[config.mk]
export PLATFORM = sky130hd
export DESIGN_NAME = laser_link_receiver
export DESIGN_NICKNAME = d
export VERILOG_FILES = /design/src/rtl/laser_link_receiver_pkg.sv /design/src/rtl/laser_link_receiver_deframer.sv /design/src/rtl/laser_link_receiver.sv
export SDC_FILE = /design/constraint.sdc
export NUM_CORES = 1
export LEC_CHECK = 0
export BUFFER_PORTS_ARGS = -buffer_cell sky130_fd_sc_hd__buf_4
export CAP_MARGIN = 10
export CORE_MARGIN = 5
export CORE_UTILIZATION = 40
export DETAILED_ROUTE_END_ITERATION = 10
export GPL_TIMING_DRIVEN = 0
export MAX_ROUTING_LAYER = met4
export PLACE_DENSITY_LB_ADDON = 0.08
export SYNTH_ARGS = -nofsm -noshare
export SYNTH_HDL_FRONTEND = slang
export SYNTH_SLANG_ARGS = --single-unit
[constraint.sdc]
create_clock -name clock -period 2.1 [get_ports clock]
set_clock_uncertainty 0.05 [all_clocks]
set_input_delay 0.21 -clock clock [delete_from_list [all_inputs] [get_ports clock]]
set_output_delay 0.21 -clock clock [all_outputs]
set_load 0.02 [all_outputs]
[src/rtl/laser_link_receiver_pkg.sv]
// laser_pkg: shared types and constants for the dual-lane laser link receiver.
//   lane_state_t    : per-lane deframer state
//   FRAME_DATA_BITS : data bits carried by one line frame
//   LAST_BIT_IDX    : bit index of the final data bit in a frame
package laser_pkg;

    typedef enum logic [1:0] {
        IDLE,
        START,
        DATA,
        STOP
    } lane_state_t;

    localparam int FRAME_DATA_BITS = 8;
    localparam logic [2:0] LAST_BIT_IDX = 3'(FRAME_DATA_BITS - 1);

endpackage

[src/rtl/laser_link_receiver_deframer.sv]
// laser_lane_deframer: one receive lane of the laser link.
// Synchronises the photodiode input, finds the start bit, samples each bit
// mid-window and reports one byte per frame.
// Ports:
//   clock      in   system clock
//   reset_n    in   asynchronous active-low reset
//   en         in   receive enable; low forces the lane idle
//   line_in    in   raw photodiode input, asynchronous to clock
//   byte_done  out  1-cycle pulse: frame ended with a valid (low) stop bit
//   frame_err  out  1-cycle pulse: stop bit sampled high, byte dropped
//   data_out   out  received byte, valid while byte_done is high
module laser_lane_deframer
    import laser_pkg::*;
#(
    parameter int CLKS_PER_BIT = 4
) (
    input  logic                       clock,
    input  logic                       reset_n,
    input  logic                       en,
    input  logic                       line_in,
    output logic                       byte_done,
    output logic                       frame_err,
    output logic [FRAME_DATA_BITS-1:0] data_out
);

    localparam int CW = $clog2(CLKS_PER_BIT);
    localparam logic [CW-1:0] HALF_BIT = CW'(CLKS_PER_BIT / 2 - 1);
    localparam logic [CW-1:0] FULL_BIT = CW'(CLKS_PER_BIT - 1);

    // [0],[1]: 2-FF synchroniser; [2]: previous synchronised value for edge detection
    logic [2:0]                 sync_q;
    logic                       line_s;
    logic                       line_rise;

    lane_state_t                state;
    logic [CW-1:0]              bit_cnt;
    logic [2:0]                 bit_idx;
    logic [FRAME_DATA_BITS-1:0] shift_q;

    assign line_s    = sync_q[1];
    assign line_rise = sync_q[1] & ~sync_q[2];
    assign data_out  = shift_q;

    always_ff @(posedge clock or negedge reset_n) begin
        if (!reset_n) begin
            sync_q <= '0;
        end else begin
            sync_q <= {sync_q[1:0], line_in};
        end
    end

    always_ff @(posedge clock or negedge reset_n) begin
        if (!reset_n) begin
            state     <= IDLE;
            bit_cnt   <= '0;
            bit_idx   <= '0;
            shift_q   <= '0;
            byte_done <= 1'b0;
            frame_err <= 1'b0;
        end else begin
            byte_done <= 1'b0;
            frame_err <= 1'b0;
            if (!en) begin
                state   <= IDLE;
                bit_cnt <= '0;
                bit_idx <= '0;
            end else begin
                case (state)
                    IDLE: begin
                        if (line_rise) begin
                            bit_cnt <= HALF_BIT;
                            state   <= START;
                        end
                    end
                    START: begin
                        if (bit_cnt == '0) begin
                            // Start bit must still be high mid-window, else treat as a glitch.
                            if (line_s) begin
                                bit_cnt <= FULL_BIT;
                                bit_idx <= '0;
                                state   <= DATA;
                            end else begin
                                state <= IDLE;
                            end
                        end else begin
                            bit_cnt <= bit_cnt - 1'b1;
                        end
                    end
                    DATA: begin
                        if (bit_cnt == '0) begin
                            shift_q <= {line_s, shift_q[FRAME_DATA_BITS-1:1]};
                            bit_cnt <= FULL_BIT;
                            if (bit_idx == LAST_BIT_IDX) begin
                                state <= STOP;
                            end else begin
                                bit_idx <= bit_idx + 3'd1;
                            end
                        end else begin
                            bit_cnt <= bit_cnt - 1'b1;
                        end
                    end
                    STOP: begin
                        if (bit_cnt == '0) begin
                            if (line_s) begin
                                frame_err <= 1'b1;
                            end else begin
                                byte_done <= 1'b1;
                            end
                            state <= IDLE;
                        end else begin
                            bit_cnt <= bit_cnt - 1'b1;
                        end
                    end
                    default: state <= IDLE;
                endcase
            end
        end
    end

endmodule

[src/rtl/laser_link_receiver.sv]
// laser_link_receiver: dual-lane optical receive front end.
// Deframes one byte per lane and pairs the two lane bytes into one output word.
// Ports:
//   clock        in   system clock
//   reset_n      in   asynchronous active-low reset
//   en           in   receive enable; low idles lanes and discards pending bytes
//   laser1_in    in   lane 1 photodiode (asynchronous)
//   laser2_in    in   lane 2 photodiode (asynchronous)
//   data1_out    out  lane 1 byte of last valid pair
//   data2_out    out  lane 2 byte of last valid pair
//   data_valid   out  1-cycle pulse: new pair presented
//   frame_err    out  per-lane pulse: stop bit high
//   overrun      out  per-lane pulse: unpaired pending byte overwritten
//   timeout_err  out  pulse: lone pending byte dropped after PAIR_TIMEOUT
//   err_count    out  saturating count of cycles with any error pulse
module laser_link_receiver
    import laser_pkg::*;
#(
    parameter int CLKS_PER_BIT = 4,
    parameter int PAIR_TIMEOUT = 64
) (
    input  logic                       clock,
    input  logic                       reset_n,
    input  logic                       en,
    input  logic                       laser1_in,
    input  logic                       laser2_in,
    output logic [FRAME_DATA_BITS-1:0] data1_out,
    output logic [FRAME_DATA_BITS-1:0] data2_out,
    output logic                       data_valid,
    output logic [1:0]                 frame_err,
    output logic [1:0]                 overrun,
    output logic                       timeout_err,
    output logic [7:0]                 err_count
);

    localparam int TW = $clog2(PAIR_TIMEOUT);
    localparam logic [TW-1:0] TMO_LAST = TW'(PAIR_TIMEOUT - 1);

    logic [1:0]                 lane_done;
    logic [1:0]                 lane_ferr;
    logic [FRAME_DATA_BITS-1:0] lane1_byte;
    logic [FRAME_DATA_BITS-1:0] lane2_byte;

    logic [1:0]                 pend_q;
    logic [FRAME_DATA_BITS-1:0] pend1_q;
    logic [FRAME_DATA_BITS-1:0] pend2_q;
    logic [TW-1:0]              tmo_cnt;

    logic [1:0]                 have;
    logic [FRAME_DATA_BITS-1:0] next1;
    logic [FRAME_DATA_BITS-1:0] next2;
    logic [1:0]                 ovr_now;
    logic                       pair_now;
    logic                       lone_now;
    logic                       tmo_now;
    logic                       err_any;

    laser_lane_deframer #(.CLKS_PER_BIT(CLKS_PER_BIT)) u_lane1 (
        .clock     (clock),
        .reset_n   (reset_n),
        .en        (en),
        .line_in   (laser1_in),
        .byte_done (lane_done[0]),
        .frame_err (lane_ferr[0]),
        .data_out  (lane1_byte)
    );

    laser_lane_deframer #(.CLKS_PER_BIT(CLKS_PER_BIT)) u_lane2 (
        .clock     (clock),
        .reset_n   (reset_n),
        .en        (en),
        .line_in   (laser2_in),
        .byte_done (lane_done[1]),
        .frame_err (lane_ferr[1]),
        .data_out  (lane2_byte)
    );

    // A byte finishing this cycle counts as present, so a same-cycle pair
    // is delivered on the very next edge.
    always_comb begin
        have     = pend_q | lane_done;
        next1    = lane_done[0] ? lane1_byte : pend1_q;
        next2    = lane_done[1] ? lane2_byte : pend2_q;
        ovr_now  = pend_q & lane_done;
        pair_now = &have;
        lone_now = ^have;
        tmo_now  = lone_now && (tmo_cnt == TMO_LAST);
        err_any  = (|lane_ferr) || (|ovr_now) || tmo_now;
    end

    always_ff @(posedge clock or negedge reset_n) begin
        if (!reset_n) begin
            pend_q      <= '0;
            pend1_q     <= '0;
            pend2_q     <= '0;
            tmo_cnt     <= '0;
            data1_out   <= '0;
            data2_out   <= '0;
            data_valid  <= 1'b0;
            frame_err   <= '0;
            overrun     <= '0;
            timeout_err <= 1'b0;
            err_count   <= '0;
        end else begin
            data_valid  <= 1'b0;
            frame_err   <= '0;
            overrun     <= '0;
            timeout_err <= 1'b0;
            if (!en) begin
                pend_q  <= '0;
                tmo_cnt <= '0;
            end else begin
                frame_err   <= lane_ferr;
                overrun     <= ovr_now;
                timeout_err <= tmo_now;
                if (lane_done[0]) pend1_q <= lane1_byte;
                if (lane_done[1]) pend2_q <= lane2_byte;
                if (pair_now) begin
                    data1_out  <= next1;
                    data2_out  <= next2;
                    data_valid <= 1'b1;
                    pend_q     <= '0;
                    tmo_cnt    <= '0;
                end else if (tmo_now) begin
                    pend_q  <= '0;
                    tmo_cnt <= '0;
                end else if (lone_now) begin
                    pend_q  <= have;
                    tmo_cnt <= tmo_cnt + 1'b1;
                end else begin
                    pend_q  <= '0;
                    tmo_cnt <= '0;
                end
                if (err_any && (err_count != 8'hFF)) begin
                    err_count <= err_count + 8'd1;
                end
            end
        end
    end

endmodule
==> results of run 1 <==
-- synthesized netlist by cell type, types with 7 or more instances --
library cell   n
dfrtp_1       94
nand2_1       40
o21ai_0       33
mux2_2        30
ha_1          21
inv_1         21
mux2i_1       20
nor2_1        16
nand3_1       12
and2_1         8
nand4_1        7
xor2_1         7
-- logic make-up (layout without fill, tap and decap cells) --
group	count (synthesis)	count (layout)	synth area share (%)
flip-flops	94	94	56.3
XOR/XNOR	13	13	2.72
AO/OA/AOI/OAI	49	49	6.98
adder cells (fa/ha/maj)	21	21	6.29
AND/OR/NAND/NOR	97	97	11.3
multiplexers	51	51	13.2
buffers and inverters	33	85	3.14
-- registers in the layout, indices dropped and copies added (netlist names), 3 cells and up --
register          cells
u_lane2.sync_q        3
data2_out             8
u_lane2.bit_idx       3
u_lane2.data_out      8
u_lane1.sync_q        3
tmo_cnt               6
data1_out             8
pend1_q               8
pend2_q               8
u_lane1.bit_idx       3
u_lane1.data_out      8
err_count             8
-- layer usage --
layer / part of all wire, % / GRT usage (%) / up-vias
met4: 1.7 / 4.81 / 0
met5: 0 / - / -
met3: 3.2 / 2.21 / 11
met2: 46 / 20.1 / 35
li1: - / - / 1310
met1: 49 / 16.8 / 1274
-- layout make-up --
type / instances / area [um2]
fill: 987 / 5390
buffer: 12 / 52.6
tap: 136 / 170
timing repair buffer: 37 / 305
sequential: 94 / 2350
inverter: 21 / 78.8
clock buffer: 10 / 128
clock inverter: 5 / 83.8
multi-input combinational: 231 / 1720
-- how the worst max path moves through the flow --
stage	slack, ns	endpoint	from	cells after the start
4_1_cts	0.02	err_count[7]$_DFFE_PN0P_	pend_q[0]$_DFF_PN0_	7
5_1_grt	-0.04	err_count[7]$_DFFE_PN0P_	pend_q[0]$_DFF_PN0_	7
3_3_place_gp	-0.06	err_count[7]$_DFFE_PN0P_	pend_q[0]$_DFF_PN0_	7
6_report	0.08	err_count[7]$_DFFE_PN0P_	pend_q[0]$_DFF_PN0_	7
3_5_place_dp	-0.08	err_count[7]$_DFFE_PN0P_	pend_q[1]$_DFF_PN0_	7
2_1_floorplan	0.14	err_count[7]$_DFFE_PN0P_	pend_q[0]$_DFF_PN0_	7
-- power by group through the flow --
stage               Clock (mW)  Combinational (mW)  Sequential [mW]
floorplan                    0               0.396             1.96
global placement             0               0.526             1.97
detailed placement           0               0.542             1.98
CTS                       1.35               0.550             1.94
global route              1.41               0.641             1.95
finish                    1.29               0.552             1.94
-- through the flow --
step | std cells | TNS (ns)
floorplan | 358 | 0
global placement | 527 | -0.0612
detailed placement | 527 | -0.0769
CTS | 544 | 0
global route | 546 | -0.0445
finish | 546 | 0
-- what timing repair did --
action                     4_1_cts  5_1_grt
setup endpoints to repair        4       11
pin swaps                        2        1
hold buffers                     2        1
hold endpoints to repair         2       28
resized for setup                3        1
==> flow_summary.ini, run 1 <==
[run_status]
status = completed

[finish]
stdcell_area_um2 = 4890
final_cell_mix = dfrtp_1, nand2_1, o21ai_0, buf_4, mux2_2
layout_commonest_cell = dfrtp_1
fin_nets = 432
fin_util_pct = 47.6
antenna_cells = 0
areaGrowthSynthToFinish_pct = 17.0
drive_above_1_share_pct = 23.7

[clock_network]
cts-buffers-inserted = 9
worstSkewPairLatency_ns = 0.36
cts_tree = done
htreeDepth = 3
clock-sinks = 94
path_clk_slew_ns = 0.10
post-cts-setup-buffers = 0
root_buffer = clkbuf_8
cts_buffer_depth = 2

[setup_path]
crit_path_max_incr_delay_ns = 0.39
critPathLaunchType = flop
r2r_setup_slack_ns = 0.08
r2r_start = pend_q[0]$_DFF_PN0_
crit_slowest_cell = dfrtp_1
crit_family = simple AND/OR/NAND/NOR gates
path_buf_inv = 0
crit_type = reg2reg
cp_max_fo = 8
r2r_end = err_count[7]$_DFFE_PN0P_
path_cells = or2_2, ha_4, nand4_1, nor2_4, o211ai_4, nor4_2, xor2_1
arrival_ns = 2.26
critPathRequiredTime_ns = 2.34
worst-r2r-cell-count = 7
cp-end-kind = flop

[floorplan]
std_cell_rows = 37
fp.dieW_um = 112
die_area_um2 = 12600
start_util_pct = 40.7
die_y_um = 112
core_area_um2 = 10300
io_pins = 35

[power_and_ir_drop]
power.switching_mw = 1.02
total_power_mw = 3.78
seq_power_share_pct = 51.2
internal_power_mw = 2.77
vdd_drop_max_mv = 0.408
p_per_area_nw_per_um2 = 773
p_comb_share_pct = 14.6
p_clk_share_pct = 34.2
netSwitchingFraction_pct = 26.9
p_leak_nw = 2.34

[timing]
fin_crit_ns = 2.02
fmax_mhz = 494
whs_ns = 0.267
tightest_slew_ns = 0.467
final-setup-viol-count = 0
post-route-period-util_pct = 96.3
relSlewSlack_pct = 68.9
slew_viol_final = 0
rsz0062_at_grt = true
hold_viol_final = 0
fin_ws_ns = 0.0768

[synthesis]
synth_area_um2 = 4180
synthTopCellsByArea = dfrtp_1, mux2_2, ha_1, mux2i_1, o21ai_0
syn-num-nets = 384
ys_seq_area_share_pct = 56.3
ys.flop_type = dfrtp_1
synth_cell_type_count = 37
syn_area_per_cell_um2 = 11.7
yosys_warnings = 0
ys_ff_latch = 94
yosys.area.top_type_share_pct = 56.3
synthCells = 358
synth_edf_count = 0
synth_top_area_cell = dfrtp_1
async_reset_ff_share_pct = 100

[grt]
track_usage_pct = 12.9
antenna_found_initial = 0
grt-ovfl-total = 0
grt_pass1_vias = 2621
grt_pass1_wl_um = 12900
grt_max_degree = 95

[drt]
firstDrtPassIters = 4
drt_iter0_drc = 80
drc = 0
vias = 2630
wl_per_cell_um = 14.0
ant_nets = 0
wirelength_um = 7630
routed_via_density = 4.82

[place]
postPlaceCellArea_um2 = 4600
port_buffers = 33
gp_congestion = 0.762
pre_cts_slack_ns = -0.0769
dpl.hpwl_um = 5190

[job]
maxCapViolCount = 0

[min_path]
hp-class = in2async
Power figures use the tool's default switching activity.
==> run 2, diff against run 1 <==
Settings changed: BUFFER_PORTS_ARGS -buffer_cell sky130_fd_sc_hd__buf_4 to -buffer_cell sky130_fd_sc_hd__buf_2.
==> flow_summary.ini, run 2 (same netlist as run 1, synthesis figures left out) <==
[setup_path]
cp-end-kind = flop
crit_path_max_incr_delay_ns = 0.40
path_cells = or2_4, ha_4, nand4_1, nor2_4, o211ai_4, nor4_2, xor2_1
path_buf_inv = 0
cp_max_fo = 8
crit_family = simple AND/OR/NAND/NOR gates
critPathLaunchType = flop
critPathRequiredTime_ns = 2.34
crit_slowest_cell = dfrtp_1
arrival_ns = 2.23
crit_type = reg2reg

[place]
pre_cts_slack_ns = -0.123
dpl.hpwl_um = 5330
port_buffers = 33
gp_congestion = 0.774

[drt]
routed_via_density = 4.80
wl_per_cell_um = 14.0
drt_iter0_drc = 96
wirelength_um = 7670
firstDrtPassIters = 3
ant_nets = 0
drc = 0
vias = 2634

[timing]
tightest_slew_ns = 0.639
fin_ws_ns = 0.110
fin_crit_ns = 1.99
slew_viol_final = 0
rsz0062_at_grt = false
post-route-period-util_pct = 94.8
fmax_mhz = 502
hold_viol_final = 0
relSlewSlack_pct = 57.4
fin_tns_setup_ns = 0
final-setup-viol-count = 0

[clock_network]
cts_tree = done
worstSkewPairLatency_ns = 0.36
root_buffer = clkbuf_8
htreeDepth = 3
clock-sinks = 94
cts_buffer_depth = 2
cts-buffers-inserted = 9
path_clk_slew_ns = 0.09

[run_status]
status = completed

[floorplan]
io_pins = 35
std_cell_rows = 37
core_area_um2 = 10300
fp.dieW_um = 112
die_area_um2 = 12600
start_util_pct = 40.7
die_y_um = 112

[power_and_ir_drop]
p_per_area_nw_per_um2 = 792
p_comb_share_pct = 14.2
p_clk_share_pct = 35.5
netSwitchingFraction_pct = 26.5
p_leak_nw = 2.37
internal_power_mw = 2.83
vdd_drop_max_mv = 0.362
seq_power_share_pct = 50.4
power.switching_mw = 1.02

[min_path]
hp-class = reg2reg

[grt]
track_usage_pct = 13.4
grt_pass1_wl_um = 13400
grt_pass1_vias = 2696
grt_max_degree = 49
grt-ovfl-total = 0
antenna_found_initial = 0

[finish]
layout_commonest_cell = dfrtp_1
antenna_cells = 0
fin_nets = 434
areaGrowthSynthToFinish_pct = 16.3
drive_above_1_share_pct = 24.9
final_cell_mix = dfrtp_1, nand2_1, buf_2

[job]
maxCapViolCount = 0
==> run 2: final timing paths <==
path | slack (ns) | to | startpoint | cells after the start
setup / recovery | 0.11 | err_count[7]$_DFFE_PN0P_ | pend_q[0]$_DFF_PN0_ | 7
hold / removal | 0.30 | u_lane2.sync_q[1]$_DFF_PN0_ | u_lane2.sync_q[0]$_DFF_PN0_ | 0
setup reg to reg | 0.11 | err_count[7]$_DFFE_PN0P_ | pend_q[0]$_DFF_PN0_ | 7
hold reg to reg | 0.30 | u_lane2.sync_q[1]$_DFF_PN0_ | u_lane2.sync_q[0]$_DFF_PN0_ | 0
max in group asynchronous | 0.99 | u_lane1.state[1]$_DFFE_PN0P_ | reset_n | 3
min in group asynchronous | 0.36 | u_lane1.data_out[3]$_DFFE_PN0P_ | reset_n | 2
==> run 2: power groups by stage <==
stage / logic (mW) / registers, mW / clock network [mW]
after global placement: 0.523 / 1.97 / 0
after CTS: 0.554 / 1.94 / 1.42
after detailed placement: 0.545 / 1.98 / 0
final: 0.546 / 1.94 / 1.37
after floorplan: 0.396 / 1.96 / 0
after global routing: 0.628 / 1.95 / 1.49
==> run 2: layout make-up <==
class	instances	area (um2)
Clock buffer	11	151
Multi-Input combinational cell	231	1730
Sequential cell	94	2350
Inverter	21	78.8
Clock inverter	5	81.3
Buffer	12	52.6
Timing Repair Buffer	39	240
Tap cell	136	170
Fill cell	989	5420
==> run 2: metal layers <==
layer  GRT usage, %  up-vias  share of wire (%)
met3           2.37       13                3.0
met5              -        -                  0
met1           18.2     1272                 50
met2           19.9       34                 45
met4           5.53        0                2.0
li1               -     1315                  -
==> run 2: metrics by stage <==
step                      instance area [um2]  std cells  power [mW]  util (%)  hold slack, ns
after detailed placement                 4540        528        2.52      44.2           0.227
after global routing                     4860        549        4.07      47.3           0.308
after global placement                   4510        527        2.50      43.9           0.269
after floorplan                          4180        358        2.36         -          -0.136
after CTS                                4840        548        3.91      47.1           0.275
final                                    4860        549        3.85      47.3           0.304
==> run 2: repair_timing <==
action                     in CTS  in global routing
hold buffers                    3                  0
pin swaps                       2                  3
hold endpoints to repair       48                  0
setup endpoints to repair       6                 13
gates resized for setup         3                  4
buffers inserted                1                  1
==> run 3, diff against run 2 <==
--- a/config.mk
+++ b/config.mk
@@ -8,3 +8,2 @@
 export BUFFER_PORTS_ARGS = -buffer_cell sky130_fd_sc_hd__buf_2
-export CAP_MARGIN = 10
 export CORE_MARGIN = 5
==> constraint.sdc (replaced) <==
create_clock -name clock -period 2.1 [get_ports clock]
set_clock_uncertainty 0.05 [all_clocks]
set_input_delay 0.42 -clock clock [delete_from_list [all_inputs] [get_ports clock]]
set_output_delay 0.42 -clock clock [all_outputs]
set_load 0.02 [all_outputs]
==> flow_summary.ini, run 3 (same netlist as run 1, synthesis figures left out) <==
[setup_path]
critPathRequiredTime_ns = 2.34
crit_path_max_incr_delay_ns = 0.40
crit_type = reg2reg
path_cells = or2_4, ha_4, nand4_1, nor2_4, o211ai_4, nor4_2, xor2_1
critPathLaunchType = flop
cp_max_fo = 8
cp-end-kind = flop
crit_slowest_cell = dfrtp_1
arrival_ns = 2.23

[floorplan]
std_cell_rows = 37
die_y_um = 112
core_area_um2 = 10300
die_area_um2 = 12600
start_util_pct = 40.7
fp.dieW_um = 112
io_pins = 35

[timing]
hold_viol_final = 0
tightest_slew_ns = 0.643
final-setup-viol-count = 0
fmax_mhz = 503
fin_crit_ns = 1.99
post-route-period-util_pct = 94.7
rsz0062_at_grt = false
slew_viol_final = 0
relSlewSlack_pct = 57.1

[power_and_ir_drop]
vdd_drop_max_mv = 0.362
p_comb_share_pct = 14.1
total_power_mw = 3.85
p_clk_share_pct = 35.6
power.switching_mw = 1.03
p_per_area_nw_per_um2 = 797
seq_power_share_pct = 50.4
internal_power_mw = 2.82
netSwitchingFraction_pct = 26.6
p_leak_nw = 2.36

[place]
port_buffers = 33
gp_congestion = 0.774
dpl.hpwl_um = 5330
place_inst = 528

[finish]
fin_cells = 546
fin_util_pct = 47.0
areaGrowthSynthToFinish_pct = 15.6
drive_above_1_share_pct = 25.1
final_cell_mix = dfrtp_1, nand2_1, buf_2
layout_commonest_cell = dfrtp_1
fin_nets = 431
fillers = 992
antenna_cells = 0

[clock_network]
cts_hold_buf = 0
worstSkewPairLatency_ns = 0.35
htreeDepth = 3
clock-sinks = 94
cts_tree = done
root_buffer = clkbuf_8
path_clk_slew_ns = 0.09
cts_buffer_depth = 2
cts-buffers-inserted = 9

[job]
maxCapViolCount = 0

[run_status]
status = completed

[drt]
wl_per_cell_um = 14.1
wirelength_um = 7670
ant_nets = 0
firstDrtPassIters = 3
vias = 2632
routed_via_density = 4.82
drc = 0
drt_iter0_drc = 90

[grt]
grt-ovfl-total = 0
grt_pass1_vias = 2693
grt_max_degree = 49
track_usage_pct = 13.4
antenna_found_initial = 0
met3_usage_pct = 2.43
grt_pass1_wl_um = 13400
met1_usage_pct = 18.3
use_met2_pct = 19.8
busiest_layer = met2

[min_path]
hp-class = in2async
run 3: through the flow:
stage	area [um2]	setup slack, ns	setup TNS [ns]	hold slack, ns
6_report	4830	0.111	0	0.0319
5_1_grt	4830	0.0181	0	0.0592
4_1_cts	4810	0.00573	0	0.0316
3_5_place_dp	4540	-0.123	-0.285	0.285
3_3_place_gp	4510	-0.437	-40.68	0.285
2_1_floorplan	4180	0.139	0	0.0744
run 3: final timing paths:
| check | start | endpoint | slack (ns) | cells after the start |
|---|---|---|---|---|
| min in group clock | laser1_in | u_lane1.sync_q[0]$_DFF_PN0_ | 0.11 | 1 |
| worst min register to register | u_lane2.sync_q[0]$_DFF_PN0_ | u_lane2.sync_q[1]$_DFF_PN0_ | 0.30 | 0 |
| max in group asynchronous | reset_n | u_lane2.bit_cnt[0]$_DFFE_PN0P_ | 1.32 | 2 |
| worst max-delay path | pend_q[0]$_DFF_PN0_ | err_count[7]$_DFFE_PN0P_ | 0.11 | 7 |
| worst min-delay path | reset_n | pend1_q[3]$_DFFE_PN0P_ | 0.03 | 1 |
| worst max register to register | pend_q[0]$_DFF_PN0_ | err_count[7]$_DFFE_PN0P_ | 0.11 | 7 |
run 3: worst max-delay path, delay by kind of cell, from the launching register on:
| family | cells | cell delay, ns |
|---|---|---|
| xor+xnor | 1 | 0.16 |
| simple gates | 4 | 0.87 |
| fa+ha+maj | 1 | 0.29 |
| flops | 1 | 0.40 |
| compound gates | 1 | 0.15 |
run 3: what timing repair did:
action / in CTS / in global routing
endpoints found under the setup margin: 6 / 13
gates resized for setup: 3 / 4
buffers inserted: 1 / 1
endpoints found under the hold margin: 0 / 0
pin swaps: 2 / 3
run 3: cell type report:
cell class | count | area (um2) | area share [%]
plain buffers | 12 | 52.6 | 1.09
clock inverters | 5 | 81.3 | 1.68
inverters | 21 | 78.8 | 1.63
repair buffers | 36 | 210 | 4.35
clock buffers | 11 | 151 | 3.13
multi-input cells | 231 | 1730 | 35.9
well taps | 136 | 170 | 3.52
flip-flops and latches | 94 | 2350 | 48.7
run 3: layer usage:
metal | up-vias | routed length (um)
met2 | 34 | 3430
met1 | 1276 | 3850
met4 | 0 | 153
met3 | 13 | 232
met5 | - | 0
li1 | 1309 | -
run 3: power by group through the flow:
stage	Sequential [mW]	Combinational [mW]	Clock, mW
2_1_floorplan	1.96	0.396	0
3_3_place_gp	1.97	0.523	0
3_5_place_dp	1.98	0.545	0
4_1_cts	1.94	0.549	1.42
5_1_grt	1.95	0.624	1.49
6_report	1.94	0.542	1.37
